`config.mk`:
```
export PLATFORM = sky130hd
export DESIGN_NAME = div_sched
export DESIGN_NICKNAME = d
export VERILOG_FILES = /design/src/rtl/div_sched_pkg.sv /design/src/rtl/rr_arbiter.sv /design/src/rtl/div_sched.sv
export SDC_FILE = /design/constraint.sdc
export NUM_CORES = 1
export LEC_CHECK = 0
export CAP_MARGIN = 0
export CORE_MARGIN = 1.5
export CORE_UTILIZATION = 49
export DETAILED_ROUTE_END_ITERATION = 6
export PLACE_DENSITY = 0.8
export SKIP_CTS_REPAIR_TIMING = 1
export SYNTH_ARGS = -nofsm -noshare
export SYNTH_HDL_FRONTEND = slang
export SYNTH_SLANG_ARGS = --single-unit
```
`constraint.sdc`:
```
create_clock -name clk -period 3.8 [get_ports clk]
set_input_delay 0.38 -clock clk [delete_from_list [all_inputs] [get_ports clk]]
set_output_delay 0.38 -clock clk [all_outputs]
set_load 0.03 [all_outputs]
```
`src/rtl/div_sched_pkg.sv`:
```
// div_sched_pkg: shared state encoding and default sizing for the shared-counter scheduler.
package div_sched_pkg;
  typedef enum logic [1:0] {IDLE, RUN, DONE} state_t;
  localparam int DEF_NREQ = 4;
  localparam int DEF_SIZE = 5;
endpackage

```
`src/rtl/rr_arbiter.sv`:
```
// rr_arbiter: one-hot round-robin pick, searching upward from the requester after last.
module rr_arbiter
  import div_sched_pkg::*;
#(
  parameter int NREQ = DEF_NREQ,
  parameter int LW   = $clog2(NREQ)
) (
  input  logic [NREQ-1:0] req_i,
  input  logic [LW-1:0]   last_i,
  output logic [NREQ-1:0] gnt_o,
  output logic            valid_o
);
  logic [LW-1:0] idx;
  always_comb begin
    gnt_o   = '0;
    valid_o = 1'b0;
    idx     = '0;
    for (int k = 1; k <= NREQ; k++) begin
      idx = LW'((int'(last_i) + k) % NREQ);
      if (!valid_o && req_i[idx]) begin
        gnt_o[idx] = 1'b1;
        valid_o    = 1'b1;
      end
    end
  end
endmodule

```
`src/rtl/div_sched.sv`:
```
// div_sched: grants a shared SIZE-bit counter to one requester at a time and
// counts its cep-high cycles up to the latched terminal value.
module div_sched
  import div_sched_pkg::*;
#(
  parameter int NREQ = DEF_NREQ,
  parameter int SIZE = DEF_SIZE
) (
  input  logic                 clk,
  input  logic                 rst,
  input  logic [NREQ-1:0]      req,
  input  logic [NREQ*SIZE-1:0] len,
  input  logic                 cep,
  output logic [NREQ-1:0]      grant,
  output logic                 busy,
  output logic [SIZE-1:0]      count,
  output logic                 tc,
  output logic [NREQ-1:0]      done
);
  localparam int LW = $clog2(NREQ);
  state_t          state_q;
  logic [NREQ-1:0] grant_q, done_q, win;
  logic [SIZE-1:0] count_q, term_q;
  logic [LW-1:0]   last_q, owner_q, win_idx;
  logic            win_vld, at_term;
  rr_arbiter #(.NREQ(NREQ), .LW(LW)) u_arb (
    .req_i  (req),
    .last_i (last_q),
    .gnt_o  (win),
    .valid_o(win_vld)
  );
  always_comb begin
    win_idx = '0;
    for (int i = 0; i < NREQ; i++) win_idx = win[i] ? LW'(i) : win_idx;
  end
  assign at_term = count_q == term_q;
  assign tc      = state_q == RUN && cep && at_term;
  assign busy    = state_q != IDLE;
  assign grant   = grant_q;
  assign count   = count_q;
  assign done    = done_q;
  // Completion is tested before the request-drop abort so a same-edge drop still finishes.
  always_ff @(posedge clk) begin
    if (rst) begin
      state_q <= IDLE;
      grant_q <= '0;
      done_q  <= '0;
      count_q <= '0;
      term_q  <= '0;
      owner_q <= '0;
      last_q  <= LW'(NREQ - 1);
    end else begin
      case (state_q)
        IDLE: if (win_vld) begin
          state_q <= RUN;
          grant_q <= win;
          term_q  <= len[win_idx*SIZE +: SIZE];
          owner_q <= win_idx;
          count_q <= '0;
        end
        RUN: if (cep && at_term) begin
          state_q <= DONE;
          count_q <= '0;
          done_q  <= grant_q;
        end else if (!req[owner_q]) begin
          state_q <= IDLE;
          grant_q <= '0;
          count_q <= '0;
          last_q  <= owner_q;
        end else if (cep) begin
          count_q <= count_q + SIZE'(1);
        end
        DONE: begin
          state_q <= IDLE;
          grant_q <= '0;
          done_q  <= '0;
          last_q  <= owner_q;
        end
        default: state_q <= IDLE;
      endcase
    end
  end
endmodule

```
After elaboration in Yosys (flattened, before gate mapping)
Index checks and enable logic that the tools add are counted.

Bits in registers: 24. Output and inout bits: 15.

Add/sub/neg operators: 5. $mul: 1. Magnitude comparators: 9. Eq/ne operators: 9. Shifts and indexed selects: 1. Muxes and demuxes: 47. Bitwise operators: 3. Reduce and logical (&&, ||, !) cells: 24.

Operator list (number): 4-bit 2-to-1 mux (8); 5-bit 2-to-1 mux (4); 20-bit by 6-bit variable part select with 5-bit output (1); 2-bit by 3-bit less-than comparator with 1-bit output, second input constant (5); 1-bit 2-to-1 mux (14); 2-bit 2-to-1 mux (7); 4-bit bitwise OR (3); 4-bit case mux with 3 select lines (1); 1-bit binary-select mux with 2-bit select (5); 1-bit logical AND (10); 5-bit case mux with 2 select lines (1); 1-bit demux with 2-bit select (4); 2-bit by 1-bit >= comparator with 1-bit output, second input constant (4); 2-bit case mux with 2 select lines (2); 4-bit case mux with 2 select lines (1); 2-bit AND reduction (3); 3-bit AND reduction (2); 2-bit nonzero test (3); 5-bit by 1-bit adder with 5-bit output, second input constant (1); 5-bit == test (1); 2-bit by 3-bit multiplier with 5-bit output, second input constant (1); 2-bit by 1-bit adder with 2-bit output, second input constant (2); 2-bit adder, second input constant (2); 2-bit by 1-bit != test with 1-bit output, second input constant (2); other kinds (9) (12).

Logic depth before layout (Yosys ltp)
Depth in word-level cells: 18. Gate-level depth with buffers: 10. Depth with buffers taken out: 8.

By module
From an unflattened synthesis, not the netlist that was laid out.

Cell total of the unflattened synthesis: 204. Area total of the unflattened synthesis: 1788.0 um2.

By module, submodules not included: div_sched (instances 1, cells each 156, area each 1372.6 um2, sequential area each 480.5 um2); rr_arbiter (instances 1, cells each 48, area each 415.4 um2, sequential area each 0.0 um2).

Least setup slack after synthesis
Ideal clock, no wire load.

Path kind: flip-flop to flip-flop. Start point: register last_q[0]. End point: register term_q[4]. Setup time: 0.075 ns. Arrival: 2.738 ns. Required time: 3.725 ns. Path slack: 0.987 ns. Cell stages (with the launch flop): 10. Buffers on the path: 1. Cells stage by stage: dfxtp_1 -> buf_6 -> inv_1 -> ha_1 -> mux4_2 -> and2b_4 -> and3_1 -> a211o_1 -> or4_4 -> o22ai_1.

Word-level cells in the longest chain between the ends: 18. Elaborated cells on any way between the ends: 55. Classes of those cells: add/sub (4); mul (1); order compare (8); shift (1); mux (27); bitwise (3); reduce/logical (11).

Ends and longest elaborated chain: start, declared (RTL line div_sched.sv:24) `logic [LW-1:0] last_q, owner_q, win_idx;`; start signal, assigned (RTL line div_sched.sv:51) `last_q <= LW'(NREQ - 1);`; start signal, assigned (RTL line div_sched.sv:69) `last_q <= owner_q;`; start signal, assigned (RTL line div_sched.sv:77) `last_q <= owner_q;`; branches (longest 18 deep; another with 2-bit by 3-bit less-than comparator with 1-bit output); end signal, assigned (RTL line div_sched.sv:57) `term_q <= len[win_idx*SIZE +: SIZE];`; end, declared (RTL line div_sched.sv:23) `logic [SIZE-1:0] count_q, term_q;`.

Several ways; the timed one is not identified. The select of a mux whose other input is x is not followed. A chain may end at the register's enable or synchronous reset.

Worst setup path in the final report
Start point: register last_q[0]. End point: register term_q[0].

The elaborated chain is that of the path after synthesis.

==> results.toml <==
[final_layout]
fin_util_pct = 68.2
syn_to_final_growth_pct = 29.3
nets = 267
drive_gt1_share_pct = 5.33
antenna_cells = 0

[detailed_routing]
wl_um = 4230
drtIter0Drc = 94
antenna_left = 0
drt_pass1_iterations = 4
routedWlPerCell_um = 15.7
viasPerCell = 5.88
vias = 1581
drc_errors = 0

[worst_setup_path]
crit_arrival_ns = 3.52
slowest_stage = "a211oi_1"
critPathCaptureType = "flip-flop"
crit_type = "reg -> reg"
cp.required_ns = 3.99
r2r_cells = 8
cp_max_fo = 11
crit_path_start_kind = "flip-flop"
crit_chain = "inv_1 > ha_1 > mux4_2 > and2b_4 > and3_1 > a211oi_1 > a2bb2oi_1 > o22ai_1"
cpPeakStageDelay_ns = 0.69

[sta]
tightestPinTransition_ns = 0.867
relSlewSlack_pct = 41.9
finalMaxSlewViolations = 0
period_share_pct = 87.7
rsz0062_at_grt = "false"
fin_crit_ns = 3.33
hold_violations = 0
fmax_mhz = 300
tns_ns = 0
setup_viol = 0
skew_ns = 0.00335

[placement]
hpwlAfterDp_um = 3290
io_buffers = 41
gp_congestion = 0.907

[synthesis]
synth_enable_flop_cells = 0
synth_cells = 187
synth.avg_cell_area_um2 = 8.82
ys_seq_area_share_pct = 29.1
syn_area_um2 = 1650
ys_ff_latch = 24
async_flop_share_pct = 0
synth.most_common_cell = "nor2_1"
yosysTopAreaCell = "dfxtp_1"
syn_nets = 228
ys.flop_type = "dfxtp_1"
synth_top_cells_by_count = "nor2_1 (26), dfxtp_1 (24), ha_1 (14), inv_1 (12), nand2_1 (10)"
synthTopCellsByArea = "dfxtp_1 (29%), ha_1 (11%), nor2_1 (5.9%)"
synth_top_area_share_pct = 29.1
synth.distinct_cells = 46
synth_warnings = 0

[run]
cap_violations = 0

[clocking]
cts_buffers = 3
clockBufferDepth = 2
insertion_delay_ns = 0.32
cts-htree-levels = 1
cts.clk_slew.worst_paths_ns = 0.14
clock_sinks = 24
tritoncts = "built"
root_buffer = "clkbuf_4"

[power_and_ir_drop]
leakage_nw = 0.848
p_per_area_nw_per_um2 = 630
ir_drop_uv = 422
total_power_mw = 1.34

[grt]
grt_pass1_wl_um = 6850
grt_pass1_vias = 1555
grt-ovfl-total = 0
grt_antenna_before_repair = 0
grt_max_degree = 23
grt_usage_pct = 24.5

[floorplanning]
die_y_um = 61.0
start_util_pct = 52.7
coreArea_um2 = 3130
dieArea_um2 = 3720
ioPinCount = 42
die_w_um = 61.0
rows = 20

[worst_hold_path]
hold_depth = 2
worstHoldPathType = "reg -> reg"

[outcome]
status = "completed"
where the power goes:
part / total [mW] / switching, mW / internal [mW]
clock: 0.191 / 0.0847 / 0.107
combinational: 0.761 / 0.417 / 0.344
sequential: 0.391 / 0.0758 / 0.316
cell families (layout without fill, tap and decap cells):
logic type      count (synthesis)  count (layout)  synth area share [%]
flops                          24              24                  29.1
mux                            10              10                  9.11
compound gates                 46              46                  20.4
xor+xnor                        9               9                  4.78
fa+ha+maj                      14              14                  10.6
simple gates                   65              65                  21.1
buf+inv                        19              57                  4.86
per-layer routing:
layer | part of all wire (%) | global-route usage (%) | up-vias
met5 | 0 | 0 | -
met3 | 3.5 | 2.94 | 6
li1 | - | - | 764
met4 | 1.3 | 9.63 | 0
met2 | 53 | 45.2 | 43
met1 | 43 | 28.8 | 768
through the flow:
| stage | hold WS, ns | std cells | area, µm² | setup slack [ns] |
|---|---|---|---|---|
| 2_1_floorplan | 0.460 | 187 | 1650 | 0.987 |
| 3_3_place_gp | 0.465 | 265 | 2080 | 0.751 |
| 3_5_place_dp | 0.469 | 265 | 2080 | 0.527 |
| 4_1_cts | 0.488 | 269 | 2130 | 0.482 |
| 5_1_grt | 0.519 | 269 | 2130 | 0.282 |
| 6_report | 0.484 | 269 | 2130 | 0.469 |
layout by cell type (no fill, tap or decap), types with 2 or more instances in the layout:
cell / count
a31oi_1: 2
nor3_1: 3
o31ai_1: 4
nor4_1: 2
a211o_1: 3
nand3b_1: 2
mux2i_1: 6
and3_1: 2
xor2_1: 3
or3b_1: 2
a211oi_1: 8
ha_1: 14
a22oi_1: 6
nor2_1: 26
inv_1: 12
xnor2_1: 6
clkbuf_4: 3
mux4_2: 4
nand2_1: 10
clkdlybuf4s50_1: 41
nand4_1: 3
a221o_1: 2
dfxtp_1: 24
or3_1: 3
a21oi_1: 6
o22ai_1: 5
o21ai_0: 2
nand2b_1: 3
registers in the layout, summed over array words and instances, names as in the netlist:
| signal | cells |
|---|---|
| count | 5 |
| done | 4 |
| grant | 4 |
| last_q | 2 |
| owner_q | 2 |
| state_q | 2 |
| term_q | 5 |
critical path, delay by kind of cell, from the launching register on:
| family | cells | cell delay [ns] |
|---|---|---|
| mux | 1 | 0.54 |
| flops | 1 | 0.61 |
| compound gates | 3 | 1.06 |
| fa+ha+maj | 1 | 0.40 |
| buf+inv | 1 | 0.21 |
| simple gates | 2 | 0.38 |
final cells by class:
| cell class | count | area [µm²] |
|---|---|---|
| flip-flops and latches | 24 | 480 |
| inverters | 12 | 45.0 |
| clock inverters | 1 | 30.0 |
| multi-input cells | 144 | 1090 |
| repair buffers | 41 | 410 |
| well taps | 44 | 55.1 |
| fillers | 249 | 996 |
| clock buffers | 3 | 22.5 |
path summary, 6_finish.rpt:
kind	from	slack, ns	end
min reg2reg	grant[0]	0.48	grant[0]
min	grant[0]	0.48	grant[0]
max reg2reg	last_q[0]	0.47	term_q[0]
max	last_q[0]	0.47	term_q[0]
No activity file was read; power rests on OpenSTA's default activity.
